### src/rtl/glitch_sequencer.sv
// Timing controller for the glitch clock mux: arm, wait for a trigger edge, delay,
// then emit a programmable train of glitch-enable windows separated by gaps.
module glitch_sequencer #(
  parameter int CNT_W = 16,
  parameter int NUM_W = 8
) (
  input  logic             clk_in1,
  input  logic             rst,
  input  logic             cfg_valid,
  output logic             cfg_ready,
  input  logic [CNT_W-1:0] cfg_delay,
  input  logic [CNT_W-1:0] cfg_width,
  input  logic [CNT_W-1:0] cfg_gap,
  input  logic [NUM_W-1:0] cfg_count,
  input  logic             arm,
  input  logic             abort,
  input  logic             trigger,
  output logic             glitch_en,
  output logic             switch_en,
  output logic             busy,
  output logic             done,
  output logic [NUM_W-1:0] pulses_fired
);

  typedef enum logic [2:0] {
    ST_IDLE,
    ST_ARMED,
    ST_DELAY,
    ST_PULSE,
    ST_GAP,
    ST_DONE
  } state_t;

  state_t state, next_state;

  logic             trig_q;
  logic             trig_edge;
  logic [CNT_W-1:0] cnt;
  logic             cnt_clr;
  logic             pulse_last;
  logic             cfg_take;

  logic [CNT_W-1:0] delay_r;
  logic [CNT_W-1:0] width_r;
  logic [CNT_W-1:0] gap_r;
  logic [NUM_W-1:0] count_r;

  assign trig_edge = trigger && !trig_q;
  assign cfg_ready = (state == ST_IDLE);
  assign busy      = (state != ST_IDLE);
  assign cfg_take  = cfg_valid && cfg_ready;

  // Every timed state restarts the shared counter on entry and leaves when it
  // reaches field-1, so the full 1..2^CNT_W-1 range works without saturation.
  always_comb begin
    next_state = state;
    cnt_clr    = 1'b0;
    pulse_last = 1'b0;
    case (state)
      ST_IDLE: begin
        if (arm) next_state = ST_ARMED;
      end
      ST_ARMED: begin
        if (trig_edge) begin
          cnt_clr    = 1'b1;
          next_state = (delay_r == '0) ? ST_PULSE : ST_DELAY;
        end
      end
      ST_DELAY: begin
        if (cnt == delay_r - CNT_W'(1)) begin
          cnt_clr    = 1'b1;
          next_state = ST_PULSE;
        end
      end
      ST_PULSE: begin
        if (cnt == width_r - CNT_W'(1)) begin
          cnt_clr    = 1'b1;
          pulse_last = 1'b1;
          next_state = (pulses_fired + NUM_W'(1) == count_r) ? ST_DONE : ST_GAP;
        end
      end
      ST_GAP: begin
        if (cnt == gap_r - CNT_W'(1)) begin
          cnt_clr    = 1'b1;
          next_state = ST_PULSE;
        end
      end
      ST_DONE: begin
        next_state = ST_IDLE;
      end
      default: begin
        next_state = ST_IDLE;
      end
    endcase
    // Abort wins over everything but reset and must not count a window.
    if (abort) begin
      next_state = ST_IDLE;
      pulse_last = 1'b0;
    end
  end

  always_ff @(posedge clk_in1) begin
    if (rst) begin
      state        <= ST_IDLE;
      trig_q       <= 1'b0;
      cnt          <= '0;
      delay_r      <= '0;
      width_r      <= CNT_W'(1);
      gap_r        <= CNT_W'(1);
      count_r      <= NUM_W'(1);
      pulses_fired <= '0;
      glitch_en    <= 1'b0;
      switch_en    <= 1'b0;
      done         <= 1'b0;
    end else begin
      state  <= next_state;
      trig_q <= trigger;
      cnt    <= cnt_clr ? '0 : cnt + CNT_W'(1);

      if (cfg_take) begin
        delay_r <= cfg_delay;
        width_r <= (cfg_width == '0) ? CNT_W'(1) : cfg_width;
        gap_r   <= (cfg_gap == '0)   ? CNT_W'(1) : cfg_gap;
        count_r <= (cfg_count == '0) ? NUM_W'(1) : cfg_count;
      end

      if (state == ST_IDLE && arm && !abort) begin
        pulses_fired <= '0;
      end else if (pulse_last) begin
        pulses_fired <= pulses_fired + NUM_W'(1);
      end

      // Registered decode of the next state keeps the mux controls glitch-free.
      glitch_en <= (next_state == ST_PULSE);
      switch_en <= (next_state == ST_DELAY) || (next_state == ST_PULSE) ||
                   (next_state == ST_GAP);
      done      <= (next_state == ST_DONE);
    end
  end

endmodule

### config.mk
export PLATFORM = sky130hd
export DESIGN_NAME = glitch_sequencer
export DESIGN_NICKNAME = d
export VERILOG_FILES = /design/src/rtl/glitch_sequencer.sv
export SDC_FILE = /design/constraint.sdc
export NUM_CORES = 1
export LEC_CHECK = 0
export BUFFER_PORTS_ARGS = -buffer_cell sky130_fd_sc_hd__buf_4
export CAP_MARGIN = 20
export CORE_MARGIN = 5
export CORE_UTILIZATION = 51
export DETAILED_ROUTE_END_ITERATION = 6
export PLACE_DENSITY = 0.81
export SYNTH_ARGS = -nofsm -noshare
export SYNTH_HDL_FRONTEND = slang
export SYNTH_SLANG_ARGS = --single-unit
### constraint.sdc
create_clock -name clk_in1 -period 4.05 [get_ports clk_in1]
set_input_delay 0.81 -clock clk_in1 [delete_from_list [all_inputs] [get_ports clk_in1]]
set_output_delay 0.81 -clock clk_in1 [all_outputs]
set_load 0.02 [all_outputs]
==> out/results.ini <==
[power]
clockPowerShare = 0.329
vdd_drop_max_mv = 0.2537
power_density_nw_per_um2 = 326.7
pwr-share-seq = 0.483
p_leak_nw = 2.343
switching_share = 0.3117
switching_power_uw = 618.2
cell_internal_pwr_mw = 1.365
power_frac_comb = 0.188

[global_route]
grt_usage = 0.2246
grt_overflow = 0
grt_pass1_vias = 5058
grt_max_degree = 58
antenna_found_initial = 0
grt_pass1_wl_um = 23710

[timing]
post-route-period-util = 0.8578
worstMarginPinSlew_ps = 1050
clock.fmax_ghz = 0.2878
final-hold-violation-count = 0
tns_ps = 0
finalSetupViolCount = 0
clock_skew_ps = 16.24
rsz0062_at_grt = false
slew-limit-headroom = 0.2996
min_period_ps = 3474
drv_slew = 0

[layout]
antenna_cells = 0
fin_util = 0.5934
regArea_um2 = 1742
area.growth.synth_to_final_pct = 14.03
fillers = 936
multi_input_area_um2 = 3317
nets = 801
drive_above_1_share = 0.1529

[route]
vias_per_cell = 5.895
drt-pass1-iter-count = 7
drc_errors = 0
wirelength_um = 14050
drt_iter0_markers = 443
wl_per_cell_um = 16.06
vias = 5158
postRouteAntennaNets = 0

[synth]
ys.warnings.count = 0
synth-seq-area-share = 0.3271
ys_top_cells_by_count = nand2_1 (124), dfxtp_1 (87), a21oi_1 (63)
synthArstFlopShare = 0
yosysTopAreaCellShare = 0.3271
synthCells = 697
synthFlopType = dfxtp_1
synth-seq-cells = 87
yosysTopAreaCell = dfxtp_1
ys_top_cells_by_area = dfxtp_1 (33%), xnor2_1 (8.9%), nand2_1 (8.7%), a21oi_1 (5.9%), xor2_1 (5.6%)
syn_nets = 764
synth_edf_count = 0
avgSynthCellArea_um2 = 7.638
syn_area_um2 = 5324
synth.most_common_cell = nand2_1
synth.distinct_cells = 71

[floorplanning]
die_x_um = 112.2
coreArea_um2 = 10230
num_rows = 37
die_area_um2 = 12580
ioPinCount = 75
start_util = 0.5204
fp.dieH_um = 112.2

[clock_tree]
cts.hold.buffers_added = 0
cts_setup_buffers = 0
clock_path_buffers = 2
htree_levels = 3
cts_root_buf = clkbuf_8
cts_sinks = 87
cts_tree = built
path_clk_slew_ps = 100
cts_buffers = 9
cts-resized-gates = 0
clkLatencyLatePin_ps = 370

[placement]
portBuffers = 74
dp_hpwl_um = 10210
place.gp.congestion = 0.9065

[outcome]
status = finished, final reports clean

[setup_path]
crit_arrival_ps = 3780
critPathLaunchType = flip-flop
crit_path_max_fanout = 16
endpoint_kind = flip-flop
worst_ep_required_time_ps = 4360
crit_type = reg -> reg

[flow_run]
drv_cap = 0

[hold_path]
hp-class = reg -> reg

==> metal layers <==
metal / vias up / GRT usage / routed length, µm
li1: 2514 / - / -
met1: 2421 / 0.2836 / 5971
met2: 197 / 0.3806 / 6836
met3: 26 / 0.05067 / 955
met4: 0 / 0.07212 / 288
met5: - / 0 / 0
==> final timing paths <==
path	endpoint	cells after the start	slack (ps)	startpoint
worst max register to register	cnt[2]	8	580	width_r[0]
worst min register to register	count_r[5]	2	480	count_r[5]
worst min-delay path	count_r[5]	2	480	count_r[5]
worst max-delay path	cnt[2]	8	580	width_r[0]
==> cells in the final DEF, fill, tap and decap left out, types with 3 or more instances in the layout <==
cell type and n:
nand2_1 124, dfxtp_1 87, buf_4 76, a21oi_1 63, xnor2_1 54, nor2_1 52, xor2_1 34, nor3_1 26
nand3_1 19, inv_1 17, nor4_1 17, o21ai_0 14, and3_1 12, nand4_1 9, clkbuf_8 9, nor2b_1 8
or4_1 8, a311oi_1 6, nand2b_1 5, ha_1 5, or2_2 4, a31oi_1 4, o2111ai_1 4, inv_6 4
a221oi_1 3, or3_1 3, and2_1 3, mux2i_1 3, or3b_2 3, o21a_1 3, a2111oi_0 3
==> flip-flops by register name, indices dropped and copies added (netlist names) <==
register,count
width_r,16
pulses_fired,8
cnt,16
switch_en,1
done,1
gap_r,16
delay_r,16
glitch_en,1
state,3
count_r,8
trig_q,1
==> critical path: stages (launching register included) <==
cell       delay [ps]
dfxtp_1           350
nor3_1            790
and3_1            370
xnor2_1           140
a221oi_1           90
o2111ai_1         870
mux2i_1           170
a211o_2           500
nor2_1            140
==> per-stage QoR <==
step | power (mW) | instances | setup slack, ps | cell area (µm²) | hold WS (ps)
2_1_floorplan | 1.226 | 697 | 1376 | 5324 | 448.1
3_3_place_gp | 1.327 | 859 | 839.0 | 5863 | 460.1
3_5_place_dp | 1.344 | 859 | 657.4 | 5863 | 464.7
4_1_cts | 1.992 | 875 | 620.5 | 6071 | 479.1
5_1_grt | 2.090 | 875 | 322.4 | 6071 | 502.4
6_report | 1.983 | 875 | 575.7 | 6071 | 482.2
==> cell families (layout without fill, tap and decap cells) <==
logic type,Yosys count,count (layout),share of synthesized area
muxes,4,4,0.007756
and+or+nand+nor,311,311,0.2914
AOI/OAI and AO/OA,135,135,0.1671
DFF,87,87,0.3271
adders and majority gates,5,5,0.01175
buffers and inverters,67,109,0.05006
xor gates and xnor gates,88,88,0.1448
==> area by class of cell <==
cell class,count,area share
multi-input combinational,543,0.5464
inverter,17,0.01051
tap,136,0.02803
sequential,87,0.2869
clock inverter,7,0.01381
clock buffer,9,0.02040
timing repair buffer,76,0.09398
==> power by group through the flow <==
stage | sequential (mW) | clock [mW] | combinational, mW
finish | 0.958 | 0.653 | 0.372
global route | 0.965 | 0.710 | 0.415
CTS | 0.957 | 0.665 | 0.370
detailed placement | 0.976 | 0 | 0.368
global placement | 0.973 | 0 | 0.354
floorplan | 0.942 | 0 | 0.284
No activity file was read; power rests on OpenSTA's default activity.
